### config.mk
export PLATFORM = sky130hd
export DESIGN_NAME = cfg_frame_writer_flat
export DESIGN_NICKNAME = d
export VERILOG_FILES = /design/src/rtl/cfg_pkg.sv /design/src/rtl/cfg_frame_writer_if.sv /design/src/rtl/cfg_strobe_decoder.sv /design/src/rtl/cfg_frame_writer.sv /design/src/flat_wrapper.sv
export SDC_FILE = /design/constraint.sdc
export NUM_CORES = 1
export LEC_CHECK = 0
export BUFFER_PORTS_ARGS = -buffer_cell sky130_fd_sc_hd__buf_2
export CORE_AREA = 5 5 340 342
export CTS_BUF_LIST = sky130_fd_sc_hd__clkbuf_2
export DETAILED_ROUTE_END_ITERATION = 16
export DIE_AREA = 0 0 345 347
export PLACE_DENSITY = 0.53
export SYNTH_ARGS = -nofsm -noshare
export SYNTH_HDL_FRONTEND = slang
export SYNTH_SLANG_ARGS = --single-unit
### constraint.sdc
create_clock -name UserCLK -period 28.7 [get_ports UserCLK]
set_input_delay 1.435 -clock UserCLK [delete_from_list [all_inputs] [get_ports UserCLK]]
set_output_delay 1.435 -clock UserCLK [all_outputs]
set_load 0.005 [all_outputs]
### src/rtl/cfg_pkg.sv
// rtl/cfg_pkg.sv - shared opcodes, default sync word and FSM encoding for the frame writer
package cfg_pkg;

    localparam logic [7:0]  OP_NOP   = 8'h00;
    localparam logic [7:0]  OP_WRITE = 8'h01;
    localparam logic [7:0]  OP_END   = 8'h02;

    localparam logic [31:0] SYNC_WORD_DEFAULT = 32'hFAB0FAB1;

    typedef enum logic [1:0] {
        ST_IDLE   = 2'd0,
        ST_HDR    = 2'd1,
        ST_DATA   = 2'd2,
        ST_STROBE = 2'd3
    } cfg_state_t;

endpackage

### src/rtl/cfg_frame_writer_if.sv
// rtl/cfg_frame_writer_if.sv - configuration word stream handshake
interface cfg_frame_writer_if #(
    parameter int W = 32
);
    logic [W-1:0] s_data;
    logic         s_valid;
    logic         s_ready;

    modport master (output s_data, output s_valid, input s_ready);
    modport slave  (input s_data, input s_valid, output s_ready);
endinterface

### src/rtl/cfg_strobe_decoder.sv
// rtl/cfg_strobe_decoder.sv - registered one-hot decode of column/frame into FrameStrobe
module cfg_strobe_decoder #(
    parameter int NumberOfCols    = 16,
    parameter int MaxFramesPerCol = 20,
    parameter int CW              = 4,
    parameter int FW              = 5
) (
    input  logic                                  clk,
    input  logic                                  rst,
    input  logic [CW-1:0]                         col,
    input  logic [FW-1:0]                         frame,
    input  logic                                  en,
    output logic [NumberOfCols*MaxFramesPerCol-1:0] strobe
);

    logic [NumberOfCols*MaxFramesPerCol-1:0] strobe_d;

    // At most one bit can match, so the strobe is one-hot or zero by construction.
    always_comb begin
        strobe_d = '0;
        for (int i = 0; i < NumberOfCols*MaxFramesPerCol; i++) begin
            if (en && (i == int'(col) * MaxFramesPerCol + int'(frame))) begin
                strobe_d[i] = 1'b1;
            end
        end
    end

    // Registered so the strobe lines up with the single STROBE state cycle.
    always_ff @(posedge clk or posedge rst) begin
        if (rst) begin
            strobe <= '0;
        end else begin
            strobe <= strobe_d;
        end
    end

endmodule

### src/rtl/cfg_frame_writer.sv
// rtl/cfg_frame_writer.sv - parses sync/header/row stream, assembles a frame, pulses one strobe
module cfg_frame_writer
    import cfg_pkg::*;
#(
    parameter int          NumberOfRows    = 16,
    parameter int          NumberOfCols    = 16,
    parameter int          MaxFramesPerCol = 20,
    parameter int          FrameBitsPerRow = 32,
    parameter logic [31:0] SyncWord        = SYNC_WORD_DEFAULT
) (
    input  logic                                    UserCLK,
    input  logic                                    Reset,
    cfg_frame_writer_if.slave                       s,
    output logic [NumberOfRows*FrameBitsPerRow-1:0] FrameData,
    output logic [NumberOfCols*MaxFramesPerCol-1:0] FrameStrobe,
    output logic                                    busy,
    output logic                                    done,
    output logic                                    error
);

    localparam int RW = $clog2(NumberOfRows);
    localparam int CW = $clog2(NumberOfCols);
    localparam int FW = $clog2(MaxFramesPerCol);

    cfg_state_t state_q, state_d;

    logic [FrameBitsPerRow-1:0] rows_q [NumberOfRows];
    logic [RW-1:0]              row_q;
    logic [CW-1:0]              col_q;
    logic [FW-1:0]              frame_q;
    logic                       discard_q;
    logic                       done_q;
    logic                       error_q;

    logic                       xfer;
    logic                       last_row;
    logic [7:0]                 hdr_op;
    logic [7:0]                 hdr_col;
    logic [15:0]                hdr_frame;
    logic                       hdr_in_range;

    logic                       strobe_en;
    logic                       set_error;
    logic                       clr_error;
    logic                       start_frame;
    logic                       end_seen;

    assign s.s_ready    = (state_q != ST_STROBE);
    assign xfer         = s.s_valid && s.s_ready;
    assign last_row     = (row_q == RW'(NumberOfRows - 1));
    assign hdr_op       = s.s_data[31:24];
    assign hdr_col      = s.s_data[23:16];
    assign hdr_frame    = s.s_data[15:0];
    assign hdr_in_range = ({24'd0, hdr_col} < NumberOfCols) &&
                          ({16'd0, hdr_frame} < MaxFramesPerCol);

    assign busy  = (state_q != ST_IDLE);
    assign done  = done_q;
    assign error = error_q;

    genvar gr;
    generate
        for (gr = 0; gr < NumberOfRows; gr++) begin : g_rows
            assign FrameData[gr*FrameBitsPerRow +: FrameBitsPerRow] = rows_q[gr];
        end
    endgenerate

    // Next-state decode; outside IDLE a sync word is just another header or data word.
    always_comb begin
        state_d     = state_q;
        strobe_en   = 1'b0;
        set_error   = 1'b0;
        clr_error   = 1'b0;
        start_frame = 1'b0;
        end_seen    = 1'b0;
        case (state_q)
            ST_IDLE: begin
                if (xfer && (s.s_data == SyncWord)) begin
                    state_d   = ST_HDR;
                    clr_error = 1'b1;
                end
            end
            ST_HDR: begin
                if (xfer) begin
                    case (hdr_op)
                        OP_WRITE: begin
                            state_d     = ST_DATA;
                            start_frame = 1'b1;
                            set_error   = !hdr_in_range;
                        end
                        OP_END: begin
                            state_d  = ST_IDLE;
                            end_seen = 1'b1;
                        end
                        OP_NOP: begin
                            state_d = ST_HDR;
                        end
                        default: begin
                            set_error = 1'b1;
                        end
                    endcase
                end
            end
            ST_DATA: begin
                if (xfer && last_row) begin
                    state_d   = discard_q ? ST_HDR : ST_STROBE;
                    strobe_en = !discard_q;
                end
            end
            ST_STROBE: begin
                state_d = ST_HDR;
            end
            default: begin
                state_d = ST_IDLE;
            end
        endcase
    end

    // State register; reset drops any partial frame.
    always_ff @(posedge UserCLK or posedge Reset) begin
        if (Reset) begin
            state_q <= ST_IDLE;
        end else begin
            state_q <= state_d;
        end
    end

    // Frame rows, row counter, latched address and status flags.
    always_ff @(posedge UserCLK or posedge Reset) begin
        if (Reset) begin
            for (int r = 0; r < NumberOfRows; r++) begin
                rows_q[r] <= '0;
            end
            row_q     <= '0;
            col_q     <= '0;
            frame_q   <= '0;
            discard_q <= 1'b0;
            done_q    <= 1'b0;
            error_q   <= 1'b0;
        end else begin
            done_q <= end_seen;
            if (clr_error) begin
                error_q <= 1'b0;
            end else if (set_error) begin
                error_q <= 1'b1;
            end
            if (start_frame) begin
                col_q     <= hdr_col[CW-1:0];
                frame_q   <= hdr_frame[FW-1:0];
                discard_q <= !hdr_in_range;
                row_q     <= '0;
            end
            if ((state_q == ST_DATA) && xfer) begin
                rows_q[row_q] <= s.s_data;
                row_q         <= last_row ? '0 : row_q + 1'b1;
            end
        end
    end

    cfg_strobe_decoder #(
        .NumberOfCols    (NumberOfCols),
        .MaxFramesPerCol (MaxFramesPerCol),
        .CW              (CW),
        .FW              (FW)
    ) u_strobe (
        .clk    (UserCLK),
        .rst    (Reset),
        .col    (col_q),
        .frame  (frame_q),
        .en     (strobe_en),
        .strobe (FrameStrobe)
    );

endmodule

### src/flat_wrapper.sv
// flat-port wrapper written by rule: the top's interface ports become plain ports
module cfg_frame_writer_flat import cfg_pkg::*;
#(
    parameter int          NumberOfRows    = 16,
    parameter int          NumberOfCols    = 16,
    parameter int          MaxFramesPerCol = 20,
    parameter int          FrameBitsPerRow = 32,
    parameter logic [31:0] SyncWord        = SYNC_WORD_DEFAULT
)
  (UserCLK, Reset, FrameData, FrameStrobe, busy, done, error, s_s_data, s_s_valid, s_s_ready);
  cfg_frame_writer_if #(.W((32))) s_i ();
  input  logic UserCLK;
  input  logic Reset;
  output logic [NumberOfRows*FrameBitsPerRow-1:0] FrameData;
  output logic [NumberOfCols*MaxFramesPerCol-1:0] FrameStrobe;
  output logic busy;
  output logic done;
  output logic error;
  input wire logic [$bits(s_i.s_data)-1:0] s_s_data;
  input wire logic [$bits(s_i.s_valid)-1:0] s_s_valid;
  output wire logic [$bits(s_i.s_ready)-1:0] s_s_ready;
  assign s_i.s_data = s_s_data;
  assign s_i.s_valid = s_s_valid;
  assign s_s_ready = s_i.s_ready;
  cfg_frame_writer #(.NumberOfRows(NumberOfRows), .NumberOfCols(NumberOfCols), .MaxFramesPerCol(MaxFramesPerCol), .FrameBitsPerRow(FrameBitsPerRow), .SyncWord(SyncWord)) u_core (.UserCLK(UserCLK), .Reset(Reset), .s(s_i), .FrameData(FrameData), .FrameStrobe(FrameStrobe), .busy(busy), .done(done), .error(error));
endmodule
### Yosys cells after proc, flatten, opt, wreduce, memory -nomap -nowiden

Cells that the tools add are included.

* output and inout bits: 836
* bits of input ports: 35
* bits in registers: 850
* word-level logic and storage cells: 1046

* bitwise gates (word level): 1
* add/subtract/negate cells: 2
* order comparisons: 4
* reductions and logical operators: 336
* $mul: 1
* equality and inequality tests: 331
* muxes and demuxes: 347

Operators with widths (number)
* equality test 9 x 32 -> 1 bit, first input constant: 128
* equality test 10 x 32 -> 1 bit, first input constant: 64
* equality test 8 x 32 -> 1 bit, first input constant: 64
* equality test 7 x 32 -> 1 bit, first input constant: 32
* bitwise mux 512 bit: 1
* equality test 6 x 32 -> 1 bit, first input constant: 16
* 2-to-1 mux 1 bit: 334
* logical AND 1 bit: 326
* equality test 5 x 32 -> 1 bit, first input constant: 8
* demux 32 bit (select 4 bit): 1
* equality test 4 x 32 -> 1 bit, first input constant: 4
* equality test 3 x 32 -> 1 bit, first input constant: 2
* adder 32 x 6 -> 32 bit: 1
* equality test 2 x 32 -> 1 bit, first input constant: 1
* equality test 32 bit, second input constant: 1
* zero test 32 bit: 1
* 2-to-1 mux 32 bit: 1
* less-than comparator 16 x 5 -> 1 bit, second input constant: 1
* 2-to-1 mux 4 bit: 3
* equality test 8 x 1 -> 1 bit, second input constant: 1
* equality test 8 x 2 -> 1 bit, second input constant: 1
* zero test 8 bit: 1
* less-than comparator 8 x 5 -> 1 bit, second input constant: 1
* 2-to-1 mux 2 bit: 4
* 19 further kinds: 25

### Longest topological paths before layout

Gate-level depths: netlist of run 1.

* depth after elaboration: 8
* gate-level depth with buffers: 11
* gate-level depth less buffers: 8

### Cells and area by module

Synthesis of run 1 repeated with hierarchy kept, for this count alone.

* cell total of the unflattened synthesis: 2096
* area total of the unflattened synthesis: 31133.6 µm²

By module, submodules not included
* cfg_frame_writer: cells each 1258, instances 1, area each 20201.9 µm²
* cfg_strobe_decoder: cells each 838, instances 1, area each 10931.7 µm²

### Worst setup path before layout of run 1

No wires, ideal clock.

* kind: input port to flip-flop
* start point: input port s_s_data[27]
* end point: register u_core.state_q[0]
* arrival: 3.018 ns
* data required time: 28.575 ns
* slack: 25.557 ns
* cell stages on the path: 6
* library setup time: 0.125 ns
* buffers on the path: 1
* cells stage by stage: clkbuf_1 -> or4_4 -> a2111oi_2 -> a21oi_1 -> a211oi_2 -> mux2_2

* word-level cells in the longest chain between the ends: 4
* elaborated cells on any way between the ends: 11
* those cells by class: eq/ne: 5; mux: 3; reduce/logical: 3

Ends and longest elaborated chain
* start: declaration: line flat_wrapper.sv:19 `input wire logic [$bits(s_i.s_data)-1:0] s_s_data;`
* equality test 8 x 2 -> 1 bit, or another cell as far along: line cfg_frame_writer.sv:85 `case (hdr_op)`
* one-hot mux 2 bit (3 select lines) or logical AND 1 bit (tied branches): line cfg_frame_writer.sv:85, cfg_frame_writer.sv:78
* 2-to-1 mux 2 bit or != test 2 x 1 -> 1 bit (tied branches)
* one-hot mux 2 bit (4 select lines) or AND reduction 4 bit (tied branches)
* end signal: assignment: line cfg_frame_writer.sv:124 `state_q <= state_d;`
* end: declaration: line cfg_frame_writer.sv:25 `cfg_state_t state_q, state_d;`

Several ways; a longest one is shown, not always the timed one. The select of a mux whose other input is x is not followed.
A chain may end at the register's enable or synchronous reset.

### Worst setup path in the final report of run 1

* start point: register u_core.col_q[3]
* end point: register u_core.u_strobe.strobe[256]

* word-level cells in the longest chain between the ends: 5

Ends and longest elaborated chain
* start: declaration: line cfg_frame_writer.sv:29 `logic [CW-1:0] col_q;`
* start signal: assignment: line cfg_frame_writer.sv:148 `col_q <= hdr_col[CW-1:0];`
* multiplier 4 x 3 -> 7 bit: line cfg_strobe_decoder.sv:22 `if (en && (i == int'(col) * MaxFramesPerCol + int'(frame))) begin`
* adder 32 x 6 -> 32 bit: line cfg_strobe_decoder.sv:22
* equality test 10 x 32 -> 1 bit: line cfg_strobe_decoder.sv:22
* logical AND 1 bit: line cfg_strobe_decoder.sv:22
* 2-to-1 mux 1 bit: line cfg_strobe_decoder.sv:22
* via u_core.u_strobe.strobe_d[256]: line cfg_strobe_decoder.sv:16 `logic [NumberOfCols*MaxFramesPerCol-1:0] strobe_d;`
* end signal: assignment: line cfg_strobe_decoder.sv:33 `strobe <= strobe_d;`
* end: declaration: line cfg_strobe_decoder.sv:13 `output logic [NumberOfCols*MaxFramesPerCol-1:0] strobe`

The timed path passes the listed nets, and every way through them passes these cells.

==> results of run 1 <==
-- area by class of cell --
class,instances,area (µm²)
Fill cell,11410,73310
Sequential cell,850,21270
Multi-Input combinational cell,1094,8912
Timing Repair Buffer,923,4767
Tap cell,1500,1877
Clock buffer,312,1562
Clock inverter,35,275.3
Inverter,11,48.80
Antenna cell,7,17.52
-- cell usage in the layout (no fill, tap or decap), types with 3 or more instances in the layout --
cell        n
a21o_1      4
a21oi_1     9
buf_2     870
buf_4      51
clkbuf_2  312
clkinv_1   16
clkinv_2    4
clkinv_8    5
dfrtp_1   850
diode_2     7
ha_1       16
inv_1      10
mux2_2    523
nand2_1    28
nand2b_1    8
nand3_1    75
nand3_2     5
nand3b_1    4
nand4_1     4
nand4b_1    3
nor2_1    314
nor2_4     11
nor2b_1     6
nor3_1     21
nor3_2      3
nor4_1      5
o21ai_0    11
-- synthesized netlist by cell type, types with 8 or more instances --
| library cell | count |
|---|---|
| a21oi_1 | 9 |
| buf_1 | 20 |
| buf_2 | 54 |
| clkbuf_1 | 67 |
| dfrtp_1 | 850 |
| ha_1 | 16 |
| inv_1 | 11 |
| mux2_2 | 523 |
| nand2_1 | 29 |
| nand2b_1 | 8 |
| nand3_1 | 79 |
| nor2_1 | 325 |
| nor3_1 | 22 |
| o21ai_0 | 11 |
-- tightest hold or removal path, cell delays in order --
cell	delay, ns
buf_2	0.12
nor2b_1	0.16
nand2_1	0.07
nor2_1	0.05
-- sequential cells by signal (all words and copies together) (netlist names) --
name	flops
u_core.FrameData	512
u_core.u_strobe.strobe	320
u_core.frame_q	5
u_core.col_q	4
u_core.row_q	4
u_core.state_q	2
u_core.discard_q	1
u_core.done	1
u_core.error	1
-- power by group --
group          leakage [nW]  internal [mW]  switching (mW)
logic                  8.72          0.148           0.178
registers              11.8           1.29          0.0471
clock network          1.42          0.305           0.502
-- per-layer routing --
layer / GRT usage [%] / vias to the layer above
met2: 30.04 / 926
met1: 20.91 / 10680
met4: 6.341 / 0
met5: 0 / -
li1: - / 9186
met3: 8.357 / 193
-- worst paths after layout --
| path | start | endpoint | slack, ns | cells after the start |
|---|---|---|---|---|
| max | u_core.col_q[3]$_DFFE_PP0P_ | u_core.u_strobe.strobe[256]$_DFF_PP0_ | 24.42 | 8 |
| min | s_s_valid | u_core.done$_DFF_PP0_ | 0.45 | 4 |
| max reg2reg | u_core.col_q[3]$_DFFE_PP0P_ | u_core.u_strobe.strobe[256]$_DFF_PP0_ | 24.42 | 8 |
| min reg2reg | u_core.discard_q$_DFFE_PP0P_ | u_core.discard_q$_DFFE_PP0P_ | 0.48 | 2 |
| max in group asynchronous | Reset | u_core.FrameData[51]$_DFFE_PP0P_ | 25.01 | 6 |
| min in group asynchronous | Reset | u_core.FrameData[228]$_DFFE_PP0P_ | 0.70 | 3 |
-- kinds of logic (layout without fill, tap and decap cells) --
family                     after synthesis  after routing  share of synthesized area (%)
and+or+nand+nor                        505            505                          7.390
buffers and inverters                  157           1281                          2.204
muxes                                  523            523                          19.17
xor gates and xnor gates                 3              3                        0.08556
AOI/OAI and AO/OA                       45             45                          1.112
other                                    0              7                              0
DFF                                    850            850                          69.25
adders and majority gates               18             18                         0.7821
-- through the flow --
step / hold slack (ns) / power, mW
finish: 0.4499 / 2.467
CTS: 0.09030 / 2.520
global placement: 0.4532 / 1.686
global route: 0.2288 / 2.609
floorplan: 0.4387 / 1.516
detailed placement: 0.4572 / 1.691
==> flow_summary.yaml, run 1 <==
status:
  outcome: "finished, final reports clean"
power_and_ir_drop:
  peakVddDrop_mv: 0.03476
  pwr_density_cell_nw_per_um2: 63.70
  p_leak_nw: 21.93
timing:
  fin_skew_ns: 0.1332
  slew_headroom_pct: 30.85
  tightestPinTransition_ns: 1.037
  finalHoldViolCount: 0
  finalWorstSetupSlack_ns: 24.42
  fmaxAchievable_mhz: 233.8
  rsz0062_at_grt: "no"
  setup_viol: 0
  finalCritPeriodShare_pct: 14.90
  slew_viol_final: 0
  min_period_ns: 4.278
  tns_ns: 0
yosys:
  synth_area_um2: 30710
  syn-instance-count: 2101
  ys_top_cells_by_area: "dfrtp_1, mux2_2, nor2_1, nand3_1, buf_2"
  seq_area_frac_synth_pct: 69.25
  synthDistinctLibCells: 59
  synth-seq-cells: 850
  syn_area_per_cell_um2: 14.62
  yosys.area.top_type: "dfrtp_1"
  synth_edf_count: 0
  synth_ff_type: "dfrtp_1"
  yosys_warnings: 0
  yosysTopAreaCellShare_pct: 69.25
  syn_nets: 2154
  async_reset_ff_share_pct: 100.0
grt:
  antenna_found_initial: 7
  grt-ovfl-total: 0
  grt_pass1_wl_mm: 161.8
  grt_pass1_vias: 22630
  grt_max_degree: 137
  grt_usage_pct: 18.18
clock_tree:
  cts_made_buffers: 215
  cts_resized: 0
  clk_pin_slew_ns: 0.09
  htree_levels: 4
  cts_tree: "yes"
  clock-sinks: 850
  cts_setup_buffers: 0
  cts.path.max_buffers: 3
  worst_skew_pair.late_latency_ns: 1.43
  ctsHoldBuffers: 1
  cts-root-buf: "clkbuf_2"
route:
  antenna_left: 0
  routed_wl_mm: 110.9
  vias: 20980
  dr.pass1.iters: 5
  drcViolationCount: 0
  vias_per_cell: 4.434
  top_layer: "met4"
  route.met2.wl_mm: 52.91
  route.met3.wl_mm: 11.41
  drt_first_iter_violations: 790
  wl_per_cell_um: 23.43
  wirelength_met1_mm: 43.41
floorplanning:
  dieArea_um2: 119700
  ios: 871
  die_x_um: 345
  core_area_um2: 112000
  initial_core_util_pct: 27.41
  die_h_um: 347
  num_rows: 123
layout:
  area_growth_pct: 26.10
  final_nets: 3148
  drive_gt1_share_pct: 56.31
  instances_no_fill: 4732
  fin_area_um2: 38730
  final_core_util_pct: 34.57
critical_path:
  cp_slowest_cell: "nor3_4"
  required_ns: 29.89
  critPathBufInv: 0
  critPathLaunchType: "flip-flop"
  cp_cell_sequence: "ha_1 > ha_1 > fa_1 > nor2b_1 > a22o_1 > nor3_4 > nand2_1 > nor3_1"
  path_delay_family: "simple AND/OR/NAND/NOR gates"
  crit_path_max_incr_delay_ns: 0.82
  arrival_ns: 5.47
  cp-end-kind: "flip-flop"
  crit_path_frequent_cell: "ha_1"
  critical_path_class: "flip-flop to flip-flop"
  cp_max_fo: 20
placement:
  dp.cells: 4377
  place_congestion: 0.7636
  pre_cts_slack_ns: 24.03
  dpl.hpwl_mm: 75.57
  post_dp_cell_area_um2: 36870
  port_buffers: 870
hold_path:
  hold_path_class: "input pin to flip-flop"
flow_run:
  cap_violations: 0
Note: power is estimated with default switching activity, not from simulation.
==> inputs of run 2 (changes only) <==
ABC_AREA = 1   (was unset)
CORE_AREA = 5 5 335 337   (was 5 5 340 342)
DIE_AREA = 0 0 340 342   (was 0 0 345 347)
PLACE_DENSITY = 0.54   (was 0.53)
clock period = 3.7 ns   (was 28.7 ns; I/O delays follow)
==> run 2 against run 1 <==
Compared with the run above:
- largest cell class unchanged
- count of clock-buffer cells in the layout decreased by 1
- total power increased to 10 times the previous value
- wire length increased by 7.6%
- highest routed layer unchanged
- sequential power increased to 9.3 times the previous value
- critical endpoint is now u_core.state_q[1]$_DFFE_PP0P_
- sequential share of layout area decreased by 0.13 points
- register-to-register slack got worse by 24 ns
- setup slack got worse by 24 ns
- die area decreased by 2.9%
==> flow_summary.yaml, run 2 <==
status:
  outcome: "finished, final reports clean"
yosys:
  synth_edf_count: 0
  synth_top_family_by_area: "simple AND/OR/NAND/NOR gates"
  netlist_top_cells_count: "dfrtp_1, nor2_1, a21oi_1"
  yosys_warnings: 0
  synthAdderAreaFrac_pct: 0.8071
  synth_ff_type: "dfrtp_1"
  synth_area_um2: 29770
  ys_top_cells_by_area: "dfrtp_1, nor2_1, a21oi_1, nand2_1, buf_2"
  async_reset_ff_share_pct: 100.0
  synthDistinctLibCells: 26
  synth.most_common_cell: "dfrtp_1"
  synth_compound_area_share_pct: 8.937
  syn-instance-count: 2759
  synth-seq-cells: 850
  seq_area_frac_synth_pct: 71.46
  syn_nets: 2812
  synthSimpleGateAreaFrac_pct: 14.56
  synth_xor_xnor_area_share_pct: 0.1177
  yosys.area.top_type: "dfrtp_1"
  syn_area_per_cell_um2: 10.79
  yosysTopAreaCellShare_pct: 71.46
  muxShareOfSynthArea_pct: 0
clock_tree:
  cts_made_buffers: 215
  cts_tree: "yes"
  cts.path.max_buffers: 3
  clock-sinks: 850
  htree_levels: 4
  cts_setup_buffers: 0
  cts-root-buf: "clkbuf_2"
  worst_skew_pair.late_latency_ns: 1.45
  clk_pin_slew_ns: 0.15
placement:
  port_buffers: 870
  post_dp_cell_area_um2: 35910
  place_congestion: 0.8167
  pre_cts_slack_ns: 0.5363
  dpl.hpwl_mm: 82.22
layout:
  area_growth_pct: 30.42
  final_nets: 3899
  drive_gt1_share_pct: 33.78
  mostFrequentLayoutCells: "buf_2, dfrtp_1, nor2_1"
  layout_commonest_cell: "buf_2"
  largest_reg_flops: 512
  fin_area_um2: 38820
critical_path:
  crit_path_max_incr_delay_ns: 0.63
  arrival_ns: 5.04
  cp-end-kind: "flip-flop"
  cp_max_fo: 18
  critPathLaunchType: "input pin"
  cp_slowest_cell: "dlygate4sd3_1"
  reg2reg_depth: 12
  r2r-start: "u_core.state_q[0]$_DFFE_PP0P_"
  crit_path_frequent_cell: "dlygate4sd3_1"
  r2r_slack_ns: 0.37
  required_ns: 5.05
  r2r_end: "u_core.state_q[1]$_DFFE_PP0P_"
  critical_path_class: "input pin to flip-flop"
  cp_cell_sequence: "dlygate4sd3_1 > buf_2 > dlygate4sd3_1 > clkinvlp_4 > nand2_1 > dlygate4sd3_1 > nor2_1 > nand2_1 > dlygate4sd3_1 > nand3_1 > dlygate4sd3_1 > a21oi_1 > dlygate4sd3_1 > nand3_1 > nand2_1"
power_and_ir_drop:
  power_frac_clock_pct: 26.5
  p_int_mw: 16.27
  swShare_pct: 33.92
  pwr_density_cell_nw_per_um2: 634.3
  p_leak_nw: 21.48
  power.total_mw: 24.62
  p_switching_mw: 8.353
  seqPwrFrac_pct: 50.3
  power_frac_comb_pct: 23.3
  peakVddDrop_mv: 0.3073
grt:
  grt_max_degree: 126
  grt_usage_pct: 20.04
  grt-ovfl-total: 0
  antenna_found_initial: 8
  grt_pass1_vias: 25070
  grt_pass1_wl_mm: 171.5
timing:
  min_period_ns: 3.690
  finalWorstSetupSlack_ns: 0.01009
  finalCritPeriodShare_pct: 99.73
  tightestPinTransition_ns: 1.087
  tns_ns: 0
  fin_skew_ns: 0.1333
  fmaxAchievable_mhz: 271.0
  finalHoldViolCount: 0
  setup_viol: 0
  slew_viol_final: 0
  rsz0062_at_grt: "no"
  slew_headroom_pct: 27.08
flow_run:
  cap_violations: 0
route:
  antenna_left: 0
  drcViolationCount: 0
  wl_per_cell_um: 22.03
  drt_first_iter_violations: 1292
  vias: 24100
  dr.pass1.iters: 6
  routed_wl_mm: 119.3
  vias_per_cell: 4.450
floorplanning:
  die_h_um: 342
  ios: 871
  num_rows: 121
  initial_core_util_pct: 27.42
  core_area_um2: 108600
  die_x_um: 340
  dieArea_um2: 116300
hold_path:
  hold_path_class: "input pin to async pin"
## run 2: cell types whose count changed after synthesis, sizes merged, moves of 6 or more
cell | before | now
nand2 | 29 | 196
o21ai | 14 | 76
clkbuf | 68 | 81
mux2 | 523 | 0
nand2b | 8 | 0
a21oi | 10 | 453
buf | 78 | 94
nand3 | 80 | 36
inv | 11 | 75
clkinv | 0 | 25
nor4 | 6 | 0
nor2 | 325 | 843
nor3 | 25 | 0
nor2b | 6 | 0
## run 2: critical path, delay by kind of cell
family | cells | cell delay [ns]
buffers and inverters | 8 | 4.17
AND/OR/NAND/NOR | 6 | 0.56
AO/OA/AOI/OAI | 1 | 0.12
## run 2: metrics by stage
step / utilization [%] / hold WS (ns) / cells
6_report: 35.76 / 0.3040 / 5416
5_1_grt: 35.76 / 0.07383 / 5416
4_1_cts: 35.74 / 0.02027 / 5410
3_5_place_dp: 33.08 / 0.3294 / 4951
3_3_place_gp: 33.08 / 0.3328 / 4951
2_1_floorplan: - / 0.3060 / 2759
## run 2: worst max-delay path by stage
| stage | slack, ns | startpoint | end | cells past startpoint |
|---|---|---|---|---|
| final | 0.01 | s_s_data[24] | u_core.state_q[1]$_DFFE_PP0P_ | 15 |
| after global routing | 0.06 | s_s_data[25] | u_core.discard_q$_DFFE_PP0P_ | 16 |
| after CTS | 0.04 | s_s_data[25] | u_core.discard_q$_DFFE_PP0P_ | 16 |
| after detailed placement | 0.54 | u_core.col_q[1]$_DFFE_PP0P_ | u_core.u_strobe.strobe[32]$_DFF_PP0_ | 11 |
| after global placement | 0.58 | u_core.col_q[1]$_DFFE_PP0P_ | u_core.u_strobe.strobe[38]$_DFF_PP0_ | 11 |
| after floorplan | -8.17 | Reset | u_core.FrameData[0]$_DFFE_PP0P_ | 1 |
## run 2: cell families after synthesis
logic type,Yosys count
AOI/OAI and AO/OA,531
buffers and inverters,275
DFF,850
adders and majority gates,18
xor gates and xnor gates,4
and+or+nand+nor,1081
## run 2: timing repair
item                                     CTS  global route
hold buffers                              92             0
hold endpoints to repair                1445             0
gates resized for setup                    0             2
endpoints found under the setup margin     0             2
## run 2: final cells by class
class / instances / area, µm²
tap: 1414 / 1769
fill: 11110 / 69730
sequential: 850 / 21270
multi-input combinational: 1634 / 7361
antenna: 6 / 15.01
inverter: 100 / 384.1
clock inverter: 56 / 404.1
timing repair buffer: 1045 / 6061
clock buffer: 311 / 1556
## run 2: power by group through the flow
stage	clock network [mW]	registers, mW	logic (mW)
finish	6.52	12.4	5.73
floorplan	0	12.7	2.23
global route	7.29	12.6	6.43
CTS	6.76	12.4	5.84
global placement	0	12.5	5.65
detailed placement	0	12.5	5.74
## run 2: per-layer routing
layer  wire, µm  global-route usage, %
met1      46510                  23.24
met2      57900                  33.58
met3      10250                  7.219
met4       4646                  8.635
met5          0                      0
